--- config.mk ---
export PLATFORM = sky130hd
export DESIGN_NAME = jt900h_intc
export DESIGN_NICKNAME = d
export VERILOG_FILES = /design/src/rtl/jt900h_intc.sv
export SDC_FILE = /design/constraint.sdc
export NUM_CORES = 1
export LEC_CHECK = 0
export CAP_MARGIN = 20
export CORE_MARGIN = 2
export CORE_UTILIZATION = 35
export CTS_BUF_LIST = sky130_fd_sc_hd__clkbuf_8
export CTS_CLUSTER_DIAMETER = 60
export DETAILED_ROUTE_END_ITERATION = 16
export GPL_ROUTABILITY_DRIVEN = 0
export PLACE_DENSITY_LB_ADDON = 0.05
export SYNTH_ARGS = -nofsm -noshare
export SYNTH_HDL_FRONTEND = slang
export SYNTH_SLANG_ARGS = --single-unit
--- constraint.sdc ---
create_clock -name clk -period 13.45 [get_ports clk]
set_input_delay 3.3625 -clock clk [delete_from_list [all_inputs] [get_ports clk]]
set_output_delay 3.3625 -clock clk [all_outputs]
set_load 0.02 [all_outputs]
--- src/rtl/jt900h_intc.sv ---
// Interrupt controller: eight rising-edge sources with per-source enable and
// 3-bit level, highest-level arbitration (lowest index on ties), vector
// generation from a base register and a one-wait-state CPU read port.
module jt900h_intc (
  input  logic        clk,
  input  logic        rst,
  input  logic        cen,
  input  logic        cs,
  input  logic [3:1]  addr,
  input  logic [15:0] din,
  output logic [15:0] dout,
  input  logic [1:0]  we,
  input  logic        rd,
  output logic        busy,
  input  logic [7:0]  src,
  output logic        irq,
  input  logic        irq_ack,
  output logic [2:0]  int_lvl,
  output logic [7:0]  int_addr
);

  typedef enum logic [1:0] {StIdle, StReq, StHold} state_e;

  state_e      state_q, state_d;
  logic [7:0]  pend_q, pend_d;
  logic [7:0]  ena_q, ena_d;
  logic [7:0]  vbase_q, vbase_d;
  logic [7:0]  src_q;
  logic [2:0]  lvl_q [8];
  logic [2:0]  lvl_d [8];
  logic [15:0] dout_q, dout_d;
  logic        busy_q, busy_d;
  logic        irq_q, irq_d;
  logic [2:0]  int_lvl_q, int_lvl_d;
  logic [7:0]  int_addr_q, int_addr_d;
  logic [2:0]  sel_q, sel_d;

  logic [7:0]  elig;
  logic        any_elig;
  logic [2:0]  win;
  logic [2:0]  win_lvl;
  logic [7:0]  wr_clr;
  logic [7:0]  ack_clr;
  logic [15:0] rd_data;

  // Eligibility and arbitration; strict '>' keeps the lowest index on ties.
  always_comb begin
    win     = 3'd0;
    win_lvl = 3'd0;
    for (int n = 0; n < 8; n++) begin
      elig[n] = pend_q[n] & ena_q[n] & (lvl_q[n] != 3'd0);
      if (elig[n] && (lvl_q[n] > win_lvl)) begin
        win     = 3'(n);
        win_lvl = lvl_q[n];
      end
    end
    any_elig = |elig;
  end

  // Register read multiplexer; level fields carry a zero in bit 3.
  always_comb begin
    rd_data = 16'h0000;
    case (addr)
      3'd0: rd_data = {8'h00, pend_q};
      3'd1: rd_data = {8'h00, ena_q};
      3'd2: rd_data = {1'b0, lvl_q[3], 1'b0, lvl_q[2], 1'b0, lvl_q[1], 1'b0, lvl_q[0]};
      3'd3: rd_data = {1'b0, lvl_q[7], 1'b0, lvl_q[6], 1'b0, lvl_q[5], 1'b0, lvl_q[4]};
      3'd4: rd_data = {8'h00, vbase_q};
      default: rd_data = 16'h0000;
    endcase
  end

  // Byte-lane register writes; PEND is write-1-to-clear.
  always_comb begin
    ena_d   = ena_q;
    vbase_d = vbase_q;
    lvl_d   = lvl_q;
    wr_clr  = 8'h00;
    if (cs && we[0]) begin
      case (addr)
        3'd0: wr_clr = din[7:0];
        3'd1: ena_d = din[7:0];
        3'd2: begin
          lvl_d[0] = din[2:0];
          lvl_d[1] = din[6:4];
        end
        3'd3: begin
          lvl_d[4] = din[2:0];
          lvl_d[5] = din[6:4];
        end
        3'd4: vbase_d = din[7:0];
        default: ;
      endcase
    end
    if (cs && we[1]) begin
      case (addr)
        3'd2: begin
          lvl_d[2] = din[10:8];
          lvl_d[3] = din[14:12];
        end
        3'd3: begin
          lvl_d[6] = din[10:8];
          lvl_d[7] = din[14:12];
        end
        default: ;
      endcase
    end
  end

  // Read handshake: one busy cycle per accepted read, data latched at accept.
  always_comb begin
    busy_d = 1'b0;
    dout_d = dout_q;
    if (!busy_q && cs && rd) begin
      busy_d = 1'b1;
      dout_d = rd_data;
    end
  end

  // Request FSM next state and presented-request outputs.
  always_comb begin
    state_d    = state_q;
    irq_d      = irq_q;
    sel_d      = sel_q;
    int_lvl_d  = int_lvl_q;
    int_addr_d = int_addr_q;
    ack_clr    = 8'h00;
    case (state_q)
      StIdle: begin
        if (any_elig) begin
          state_d    = StReq;
          sel_d      = win;
          int_lvl_d  = win_lvl;
          int_addr_d = vbase_q + {3'b000, win, 2'b00};
          irq_d      = 1'b1;
        end
      end
      StReq: begin
        if (irq_ack) begin
          ack_clr[sel_q] = 1'b1;
          irq_d          = 1'b0;
          state_d        = StHold;
        end else if (!elig[sel_q]) begin
          irq_d   = 1'b0;
          state_d = StIdle;
        end
      end
      StHold: state_d = StIdle;
      default: state_d = StIdle;
    endcase
  end

  // A fresh rising edge wins over any clear in the same cycle.
  always_comb begin
    pend_d = (pend_q & ~(wr_clr | ack_clr)) | (src & ~src_q);
  end

  // State registers: synchronous reset, otherwise update only on cen.
  always_ff @(posedge clk) begin
    if (rst) begin
      state_q    <= StIdle;
      pend_q     <= 8'h00;
      ena_q      <= 8'h00;
      vbase_q    <= 8'h00;
      src_q      <= 8'h00;
      for (int n = 0; n < 8; n++) lvl_q[n] <= 3'd0;
      dout_q     <= 16'h0000;
      busy_q     <= 1'b0;
      irq_q      <= 1'b0;
      int_lvl_q  <= 3'd0;
      int_addr_q <= 8'h00;
      sel_q      <= 3'd0;
    end else if (cen) begin
      state_q    <= state_d;
      pend_q     <= pend_d;
      ena_q      <= ena_d;
      vbase_q    <= vbase_d;
      src_q      <= src;
      lvl_q      <= lvl_d;
      dout_q     <= dout_d;
      busy_q     <= busy_d;
      irq_q      <= irq_d;
      int_lvl_q  <= int_lvl_d;
      int_addr_q <= int_addr_d;
      sel_q      <= sel_d;
    end
  end

  assign dout     = dout_q;
  assign busy     = busy_q;
  assign irq      = irq_q;
  assign int_lvl  = int_lvl_q;
  assign int_addr = int_addr_q;

endmodule

Yosys cells after proc, flatten, opt, wreduce, memory -nomap -nowiden
Index checks and enable logic that the tools add are counted.
{"block": "classes", "addsub": 1, "order_cmp": 10, "eq_ne": 7, "mux": 33, "bitwise_logic": 22, "n_reduce_logical": 36}
{"cell": "$pmux W15 S5", "n": 1}
{"cell": "$mux W3", "n": 14}
{"cell": "$mux W8", "n": 4}
{"cell": "$reduce_and A3 Y1", "n": 8}
{"cell": "$reduce_bool A3 Y1", "n": 8}
{"cell": "$gt A3 B3 Y1", "n": 7}
{"cell": "$and A1 B1 Y1", "n": 16}
{"cell": "$and A8 B8 Y8", "n": 2}
{"cell": "$not A8 Y8", "n": 2}
{"cell": "$or A8 B8 Y8", "n": 2}
{"cell": "$logic_and A1 B1 Y1", "n": 13}
{"cell": "$add A8 B5 Y8", "n": 1}
{"cell": "$reduce_or A8 Y1", "n": 1}
{"cell": "$mux W1", "n": 7}
{"cell": "$eq A3 B2 Y1 const B", "n": 2}
{"cell": "$mux W2", "n": 3}
{"cell": "$lt A3 B4 Y1 const B", "n": 1}
{"cell": "$pmux W2 S2", "n": 1}
{"cell": "$reduce_and A4 Y1", "n": 1}
{"cell": "$bmux W1 S3", "n": 1}
{"cell": "$demux W1 S3", "n": 1}
{"cell": "$eq A3 B1 Y1 const B", "n": 1}
{"cell": "$eq A3 B3 Y1 const B", "n": 1}
{"cell": "$ge A3 B1 Y1 const B", "n": 1}
{"cell": "10 further kinds", "n": 10}
{"block": "word_totals", "regBits": 90, "output_inout_bits": 29, "word_cells": 128}

Longest topological paths before layout
Gate-level depths: netlist (run 1).
{"block": "logic_depth", "word_depth": 26, "mapped_depth": 55, "depth_no_buf": 55}

Worst setup path before layout (run 1)
Ideal clock, no wire load.
{"block": "synth_path", "path_kind": "reg2reg", "start": "register pend_q[0]", "end": "register int_addr_q[6] (netlist: int_addr[6])", "setup_ns": 0.086, "arrival_ns": 9.077, "required_time_ns": 13.364, "slack_ns": 4.288, "stages_incl_launch_ff": 56, "n_path_buf": 0, "path_cell_list": "dfxtp_1 nand3_1 ha_1 and3b_4 o21a_1 nand2_1 mux2_2 ha_1 nor2_1 nand2_1 o21ai_1 and3_1 nand3_1 nand2_1 nor2_1 a21oi_1 ha_1 nor2_1 [20 not listed] o21ai_0 inv_1 o21ai_0 nand2b_1 a21boi_0 ha_1 nor2b_1 o21ai_0 a21oi_1 a21oi_1 nand2_1 ha_1 inv_1 fa_1 nor2b_1 o21ai_0 xor2_1 a211oi_1"}
{"block": "synth_between", "elab_chain_len": 26, "word_cells_on_any_way": 34, "classes_between": "add/sub: 1; order compare: 7; mux: 14; bitwise: 2; reduce/logical: 10"}
{"item": "start, declared", "line": "25", "rtl": "logic [7:0] pend_q, pend_d;"}
{"item": "start signal, assigned", "line": "175", "rtl": "pend_q <= pend_d;"}
{"item": "$and A1 B1 Y1 * (2 in a row)", "line": "51", "rtl": "elig[n] = pend_q[n] & ena_q[n] & (lvl_q[n] != 3'd0);"}
{"item": "$logic_and A1 B1 Y1 *", "line": "52", "rtl": "if (elig[n] && (lvl_q[n] > win_lvl)) begin"}
{"item": "$mux W3 *", "line": "52"}
{"item": "$gt A3 B3 Y1", "line": "52"}
{"item": "$logic_and A1 B1 Y1", "line": "52"}
{"item": "$mux W3", "line": "52"}
{"item": "$gt A3 B3 Y1", "line": "52"}
{"item": "$logic_and A1 B1 Y1", "line": "52"}
{"item": "[10 not listed]"}
{"item": "$gt A3 B3 Y1", "line": "52"}
{"item": "$logic_and A1 B1 Y1", "line": "52"}
{"item": "$mux W3", "line": "52"}
{"item": "$gt A3 B3 Y1", "line": "52"}
{"item": "$logic_and A1 B1 Y1", "line": "52"}
{"item": "$mux W3 *", "line": "52"}
{"item": "net win[0]", "line": "40", "rtl": "logic [2:0] win;"}
{"item": "$add A8 B5 Y8 *", "line": "134", "rtl": "int_addr_d = vbase_q + {3'b000, win, 2'b00};"}
{"item": "end signal, assigned", "line": "184", "rtl": "int_addr_q <= int_addr_d;"}
{"item": "end, declared", "line": "35", "rtl": "logic [7:0] int_addr_q, int_addr_d;"}
Mark *: on every way through the listed nets, which the timed path passes. The rest lies on a longest branch.
A chain may end at the register's enable or synchronous reset.

Worst setup path in the final report (run 1)
{"block": "layout_path", "start": "register ena_q[0]", "end": "register int_addr_q[6] (netlist: int_addr[6])"}
{"block": "layout_between", "elab_chain_len": 26, "word_cells_on_any_way": 34, "classes_between": "add/sub: 1; order compare: 7; mux: 14; bitwise: 2; reduce/logical: 10"}
{"item": "start, declared", "line": "26", "rtl": "logic [7:0] ena_q, ena_d;"}
{"item": "start signal, assigned", "line": "176", "rtl": "ena_q <= ena_d;"}
{"item": "$and A1 B1 Y1 * (2 in a row)", "line": "51"}
{"item": "$logic_and A1 B1 Y1 *", "line": "52"}
{"item": "$mux W3 *", "line": "52"}
{"item": "$gt A3 B3 Y1", "line": "52"}
{"item": "$logic_and A1 B1 Y1", "line": "52"}
{"item": "$mux W3", "line": "52"}
{"item": "$gt A3 B3 Y1", "line": "52"}
{"item": "$logic_and A1 B1 Y1", "line": "52"}
{"item": "[10 not listed]"}
{"item": "$gt A3 B3 Y1", "line": "52"}
{"item": "$logic_and A1 B1 Y1", "line": "52"}
{"item": "$mux W3", "line": "52"}
{"item": "$gt A3 B3 Y1", "line": "52"}
{"item": "$logic_and A1 B1 Y1", "line": "52"}
{"item": "$mux W3 *", "line": "52"}
{"item": "net win[0]", "line": "40"}
{"item": "$add A8 B5 Y8 *", "line": "134"}
Marked as above.

==> results of run 1 <==
==> worst max-delay path, delay by kind of cell, from the launching register on <==
kind / cells / cell delay [ns]
compound gates: 16 / 3.37
mux: 1 / 0.37
fa+ha+maj: 9 / 2.52
flops: 1 / 0.47
simple gates: 25 / 3.46
xor+xnor: 1 / 0.16
buf+inv: 3 / 0.25
==> cell families after synthesis <==
kind of cell | after synthesis
other | 1
muxes | 68
buffers and inverters | 57
xor gates and xnor gates | 4
DFF | 88
AOI/OAI and AO/OA | 140
and+or+nand+nor | 213
adders and majority gates | 17
==> sequential cells by signal (all words and copies together), names as in the netlist <==
name	count
dout	14
sel_q	3
int_lvl	3
ena_q	8
busy	1
int_addr	8
src_q	8
vbase_q	8
pend_q	8
irq	1
lvl_q	24
state_q	2
==> cell usage after synthesis (3+ instances only) <==
cell	count
mux2_2	7
a211oi_1	5
ha_1	16
a32o_1	3
a32oi_1	6
nor2_1	105
o21ai_0	18
nor3_1	4
buf_1	3
inv_1	23
a211o_1	3
nand3_1	14
o21a_1	4
a22oi_1	27
and2_1	4
nor2b_1	8
a21boi_0	3
xnor2_1	3
nand2b_1	3
o311a_1	8
a21oi_1	24
dfxtp_1	88
clkbuf_1	27
o22ai_1	9
a311oi_1	3
and3_1	7
nand4_1	4
a21o_1	4
nand3b_1	7
mux2i_1	61
nand2_1	43
==> worst max path at each step <==
stage / startpoint / endpoint / slack [ns] / depth (start not counted)
finish: ena_q[0] / int_addr[6] / 2.76 / 55
global route: ena_q[0] / int_addr[6] / 1.77 / 53
CTS: ena_q[0] / int_addr[6] / 2.83 / 55
detailed placement: ena_q[0] / int_addr[6] / 2.86 / 55
global placement: ena_q[0] / int_addr[6] / 3.02 / 55
floorplan: pend_q[0] / int_addr[6] / 4.29 / 55
==> layout make-up <==
class,count,area share
Multi-Input combinational cell,444,0.504
Sequential cell,88,0.299
Tap cell,180,0.0383
Clock buffer,11,0.0257
Clock inverter,5,0.00553
Inverter,23,0.0147
Timing Repair Buffer,66,0.112
==> where the power goes <==
group          internal, W  leakage (nW)  switching, W
sequential        0.000264         0.712    0.00000456
combinational    0.0000166          1.34     0.0000227
clock            0.0000766        0.0927     0.0000992
==> through the flow <==
step / area [µm²] / utilization
floorplan: 4950 / -
global placement: 5660 / 0.410
detailed placement: 5670 / 0.410
CTS: 5860 / 0.423
global route: 5880 / 0.425
finish: 5880 / 0.425
==> routing by layer <==
layer,share of wire,routed length [µm],vias to the layer above
li1,-,-,2212
met1,0.47,6970,2190
met2,0.47,6910,108
met3,0.036,538,22
met4,0.029,423,0
met5,0,0,-
==> results_dict.tcl, run 1 <==
set metrics [dict create \
    status "finished, final reports clean" \
    clockBufferDepth 2 \
    critPathLaunchType "register" \
    wl_um 14800 \
    grt.met2_usage 0.330 \
    grt_pass1_wl_um 23500 \
    root_buffer "clkbuf_8" \
    detail_route.wl_per_cell_um 18.2 \
    hold_viol 0 \
    reg2reg_slack_ns 2.76 \
    top_usage_layer "met2" \
    synth_top_family_by_area "compound AO/OA/AOI/OAI gates" \
    cts-buffers-inserted 9 \
    synth_top_area_frac 0.356 \
    required_ns 13.74 \
    yosys_warnings 0 \
    r2r_start "ena_q[0]" \
    synth.distinct_cells 69 \
    first_pass_iters 4 \
    post-place-ws_ns 2.86 \
    layout_common_cells "nor2_1 (105), dfxtp_1 (88), mux2i_1 (61)" \
    critPathMaxFanout 9 \
    post_cts_buffers 0 \
    netlist_area_um2 4950 \
    holdBufCountCts 0 \
    hold-path-endpoint "src_q[1]" \
    synth_edf_count 0 \
    max_freq_ghz 0.0935 \
    synth_area_leader_cell "dfxtp_1" \
    fin_cells 817 \
    die_w_um 123 \
    die_h_um 123 \
    crit_top_cell "ha_1" \
    antenna_left 0 \
    drive_above_1_share 0.0691 \
    antenna_found_initial 0 \
    p_per_area_nw_per_um2 82.3 \
    core_um2 13800 \
    final_common_cell "nor2_1" \
    io_pins 64 \
    drt_iter0_markers 338 \
    place_inst 800 \
    start_util 0.358 \
    hold_class "reg2reg" \
    layout.nets 684 \
    track_usage 0.206 \
    htree_levels 3 \
    skew_ns 0.0159 \
    cp.arrival_ns 10.98 \
    end_kind "register" \
    dieArea_um2 15100 \
    syn-mean-instance-area_um2 8.42 \
    rsz0062_at_grt "false" \
    rr_worst_depth 55 \
    grt_use_met3 0.0383 \
    setup_viol 0 \
    hp-start "src_q[1]" \
    max_cap_violations 0 \
    critical-path-max-stage-delay_ns 0.60 \
    p_leak_nw 2.15 \
    syn_inst 588 \
    synth_xor_area_frac 0.00708 \
    slew_violations 0 \
    r2r-end "int_addr[6]" \
    synth.area.mux_share 0.139 \
    route.detailed.drc 0 \
    synth_ff_type "dfxtp_1" \
    globalRoute.totalOverflow 0 \
    cts_sinks 88 \
    ys_ff_latch 88 \
    multi_input_area_um2 2970 \
    finalCritPeriodShare 0.795 \
    grt_pass1_vias 4339 \
    synth.yosys.seq_area_share 0.356 \
    vias 4532 \
    total_power_w 0.000484 \
    ctsResizeCount 0 \
    fillers 1419 \
    io_buffer_count 59 \
    vdd_drop_max_uv 48.4 \
    tns_ns 0 \
    via_per_inst 5.55 \
    whs_ns 0.473 \
    num_rows 43 \
    worst_slack_ns 2.76 \
    worstSetupPathType "reg2reg" \
    min_path_cells 2 \
    period_needed_ns 10.69 \
    synthSimpleGateAreaFrac 0.199 \
    met1_usage 0.274 \
    syn_to_final_growth_pct 18.9 \
    synthArstFlopShare 0 \
    register_area_um2 1760 \
    slowest_stage "a21oi_1" \
    dp_hpwl_um 11100 \
    worst_slew_pin_slew_ns 1.02 \
    yosys.area_share.adder 0.0445 \
    grt_max_degree 89 \
    diodes 0 \
    slew_headroom 0.318 \
    tritoncts "yes" \
    synth_compound_gate_area_share 0.209 \
    path_clk_slew_ns 0.09 \
    clk_latency_ns 0.38 \
    yosys-top-cells-area "dfxtp_1 (36%), mux2i_1 (12%), nor2_1 (8.0%), a22oi_1 (4.1%), ha_1 (4.0%)" \
]
Note: power is estimated with default switching activity, not from simulation.
==> run 2, diff against run 1 <==
Clock period 13.45 ns to 9.5 ns, I/O delays scaled along.
==> run 2 against run 1 <==
Net effect: combinational power rose by 47%; sequential power rose by 41%; global-route usage rose by 0.65 points; flip-flop and latch count did not move; clock skew fell by 0.0021 ns; critical path depth fell by 1; first-iteration DRC count rose by 20%; clock-buffer cell count fell by 2; sequential share of layout area fell by 1.8 points; worst hold slack improved by 0.0010 ns; clock power rose by 48%; via count rose by 3.0%; highest routed layer unchanged.
==> results_dict.tcl, run 2 (synthesis results as in run 1) <==
set metrics [dict create \
    max_freq_ghz 0.111 \
    start_util 0.358 \
    top_register "lvl_q" \
    slew_headroom 0.299 \
    tritoncts "yes" \
    slowest_stage "dfxtp_4" \
    min_path_cells 2 \
    fin_cells 849 \
    total_power_w 0.000699 \
    wl_um 15500 \
    slew_violations 0 \
    place_inst 826 \
    path_clk_slew_ns 0.09 \
    largest_reg_flops 24 \
    dp_hpwl_um 11500 \
    io_buffer_count 59 \
    p_leak_nw 2.34 \
    p_per_area_nw_per_um2 111 \
    critPathLaunchType "register" \
    root_buffer "clkbuf_8" \
    num_rows 43 \
    route.detailed.drc 0 \
    status "finished, final reports clean" \
    worst_slew_pin_slew_ns 1.05 \
    crit_buf_inv 3 \
    cts_sinks 88 \
    reg2reg_slack_ns 0.49 \
    cts-buffers-inserted 9 \
    core_um2 13800 \
    required_ns 9.74 \
    cp_top_family "simple AND/OR/NAND/NOR gates" \
    period_needed_ns 9.01 \
    end_kind "register" \
    io_pins 64 \
    whs_ns 0.474 \
    setup_viol 0 \
    hp-start "src_q[1]" \
    hold-path-endpoint "src_q[1]" \
    grt_max_degree 89 \
    die_w_um 123 \
    grt_pass1_wl_um 24300 \
    hold_viol 0 \
    skew_ns 0.0138 \
    dieArea_um2 15100 \
    rr_worst_depth 54 \
    clk_latency_ns 0.38 \
    diodes 0 \
    grt_pass1_vias 4474 \
    r2r_start "pend_q[0]" \
    layout.nets 716 \
    cp.arrival_ns 9.25 \
    vias 4669 \
    vdd_drop_max_uv 89.4 \
    holdBufCountCts 0 \
    htree_levels 3 \
    finalCritPeriodShare 0.949 \
    die_h_um 123 \
    layout_common_cells "nor2_1 (101), dfxtp_1 (82), mux2i_1 (61)" \
    worstSetupPathType "reg2reg" \
    critical-path-max-stage-delay_ns 0.37 \
    antenna_found_initial 0 \
    track_usage 0.213 \
    antenna_left 0 \
    first_pass_iters 6 \
    final_common_cell "nor2_1" \
    syn_to_final_growth_pct 27.4 \
    max_cap_violations 0 \
    detail_route.wl_per_cell_um 18.3 \
    via_per_inst 5.50 \
    drive_above_1_share 0.161 \
    globalRoute.totalOverflow 0 \
    crit_top_cell "ha_1" \
    drt_iter0_markers 405 \
    r2r-end "int_addr[5]" \
    hold_class "reg2reg" \
    clockBufferDepth 2 \
    critPathMaxFanout 5 \
]
## run 2: worst max path at each step
stage	from	end	slack, ns	depth (start not counted)
6_report	pend_q[0]	int_addr[5]	0.49	54
5_1_grt	pend_q[0]	int_addr[5]	-0.07	54
4_1_cts	pend_q[0]	int_addr[6]	0.03	54
3_5_place_dp	pend_q[0]	int_addr[6]	-0.36	53
3_3_place_gp	pend_q[0]	int_addr[6]	-0.07	55
2_1_floorplan	pend_q[0]	int_addr[6]	0.34	55
## run 2: where the power goes
group          switching, W   total, W  internal (W)
logic             0.0000332  0.0000577     0.0000245
clock network      0.000141   0.000260      0.000120
registers        0.00000626   0.000380      0.000374
## run 2: routing by layer
layer / global-route usage / part of all wire
met5: 0 / 0
met4: 0.0668 / 0.023
met3: 0.0452 / 0.049
met2: 0.345 / 0.47
met1: 0.282 / 0.46
## run 2: through the flow
stage	cell area, µm²	utilization	setup slack (ns)	TNS, ns
6_report	6300	0.456	0.487	0
5_1_grt	6300	0.456	-0.0676	-0.189
4_1_cts	6070	0.439	0.0299	0
3_5_place_dp	5870	0.424	-0.359	-1.05
3_3_place_gp	5870	0.424	-0.0674	-0.0727
2_1_floorplan	4950	-	0.338	0
## run 2: area by class of cell
cell class / instances / area, µm²
repair buffers: 98 / 898
fillers: 1390 / 7520
multi-input cells: 444 / 3130
clock inverters: 7 / 66.3
well taps: 180 / 225
inverters: 23 / 86.3
flip-flops and latches: 88 / 1770
clock buffers: 9 / 124
## run 2: worst min-delay path, cell delays in order, from the launching register on
cell and delay (ns):
dfxtp_1 0.32, nand2_1 0.06, a21oi_1 0.05
## run 2: timing repair
item,CTS,global route
setup endpoints to repair,5,7
resized for setup,5,42
pin swaps,0,27
buffers inserted,0,6
==> run 3, diff against run 2 <==
Settings changed: CORE_UTILIZATION 35 to 52, MAX_ROUTING_LAYER from default to met4, SLEW_MARGIN from default to 20.
==> run 3 against run 2 <==
Net effect: worst setup slack lost 0.025 ns; worst hold slack is essentially flat; fmax shrank 0.28%; largest cell class unchanged; critical endpoint unchanged; power grew 0.44%; sequential share of layout area grew 0.43 points; final cell count shrank 6.2%; combinational power shrank 2%; sequential power is essentially flat; global-route usage grew 7.8 points; non-clock buffer count shrank 2.
==> results_dict.tcl, run 3 (synthesis results as in run 1) <==
set metrics [dict create \
    status "finished, final reports clean" \
    globalRoute.totalOverflow 0 \
    period_needed_ns 9.04 \
    layout.nets 714 \
    multi_input_area_um2 3120 \
    fillers 806 \
    grt.met2_usage 0.466 \
    setup_viol 0 \
    grt_max_degree 89 \
    cp_top_family "simple AND/OR/NAND/NOR gates" \
    via_per_inst 6.03 \
    vias 4803 \
    root_buffer "clkbuf_8" \
    end_kind "register" \
    register_area_um2 1770 \
    grt_pass1_wl_um 22500 \
    worst_slew_pin_slew_ns 1.11 \
    required_ns 9.73 \
    final_common_cell "nor2_1" \
    num_rows 35 \
    slowest_stage "dfxtp_4" \
    power_frac_seq 0.543 \
    drt_iter0_markers 326 \
    hold_class "reg2reg" \
    io_buffer_count 59 \
    max_cap_violations 0 \
    die_w_um 102 \
    diodes 0 \
    slew_headroom 0.260 \
    largest_reg_flops 24 \
    dp_hpwl_um 10400 \
    antenna_found_initial 0 \
    tritoncts "yes" \
    drive_above_1_share 0.159 \
    top_register "lvl_q" \
    layout_common_cells "nor2_1 (101), dfxtp_1 (82), mux2i_1 (60)" \
    final_core_util 0.671 \
    io_pins 64 \
    postPlaceCellArea_um2 5800 \
    clk_latency_ns 0.37 \
    total_power_w 0.000702 \
    wl_um 14500 \
    cts-buffers-inserted 9 \
    holdBufCountCts 0 \
    met1_usage 0.364 \
    hold_viol 0 \
    critPathMaxFanout 5 \
    critPathLaunchType "register" \
    slew_violations 0 \
    htree_levels 3 \
    dieArea_um2 10300 \
    swShare 0.270 \
    cp.arrival_ns 9.27 \
    stdcell_area_um2 6200 \
    max_freq_ghz 0.111 \
    p_leak_nw 2.32 \
    worstSetupPathType "reg2reg" \
    cts_sinks 88 \
    track_usage 0.291 \
    crit_top_cell "ha_1" \
    top_usage_layer "met2" \
    first_pass_iters 5 \
    antenna_left 0 \
    finalCritPeriodShare 0.951 \
    vdd_drop_max_uv 73.1 \
    start_util 0.536 \
    p_clk_frac 0.376 \
    detail_route.wl_per_cell_um 18.2 \
    power.switching_w 0.000189 \
    core_um2 9240 \
    grt_use_met3 0.0469 \
    syn_to_final_growth_pct 25.3 \
    p_per_area_nw_per_um2 113 \
    crit_buf_inv 3 \
    p_int_w 0.000513 \
    combinationalPowerShare 0.081 \
    skew_ns 0.0136 \
    path_clk_slew_ns 0.10 \
    critical-path-max-stage-delay_ns 0.38 \
    clockBufferDepth 2 \
    die_h_um 102 \
    grt_pass1_vias 4568 \
    route.detailed.drc 0 \
]
## run 3: path summary, 6_finish.rpt
path,cells after the start,slack [ns],startpoint,endpoint
min,2,0.47,src_q[1],src_q[1]
min reg2reg,2,0.47,src_q[1],src_q[1]
max reg2reg,54,0.46,pend_q[0],int_addr[5]
max,54,0.46,pend_q[0],int_addr[5]
## run 3: through the flow
step,std cells,TNS [ns],hold WS [ns],worst slack (ns)
floorplan,589,0,0.446,0.338
global placement,774,0,0.455,0.0464
detailed placement,774,-1.11,0.459,-0.332
CTS,790,0,0.474,0.0717
global route,796,-0.466,0.508,-0.175
finish,796,0,0.474,0.462
## run 3: per-layer routing
layer,vias to the layer above,wire [µm]
met2,198,6750
met5,-,0
li1,2280,-
met1,2286,6310
met4,0,544
met3,39,871
## run 3: power groups by stage
stage,registers [W],logic (W),clock network [W]
final,0.000381,0.0000566,0.000264
after global routing,0.000382,0.0000609,0.000281
after CTS,0.000381,0.0000546,0.000268
after detailed placement,0.000389,0.0000543,0
after global placement,0.000389,0.0000533,0
after floorplan,0.000387,0.0000304,0
## run 3: area by class of cell
class	instances	area share
Multi-Input combinational cell	444	0.503
Sequential cell	88	0.286
Timing Repair Buffer	96	0.140
Tap cell	129	0.0260
Clock buffer	11	0.0244
Inverter	23	0.0139
Clock inverter	5	0.00726
## run 3: timing repair
action / in CTS / in global routing
setup endpoints to repair: 5 / 6
gates cloned: 0 / 0
pin swaps: 0 / 15
setup buffers: 0 / 6
resized for setup: 6 / 38
## run 3: worst register-to-register path: cells and delay by family, from the launching register on
family / cells / cell delay [ns]
simple gates: 25 / 3.09
compound gates: 15 / 2.54
fa+ha+maj: 8 / 2.11
mux: 2 / 0.47
flops: 1 / 0.38
buf+inv: 3 / 0.26
xor+xnor: 1 / 0.05
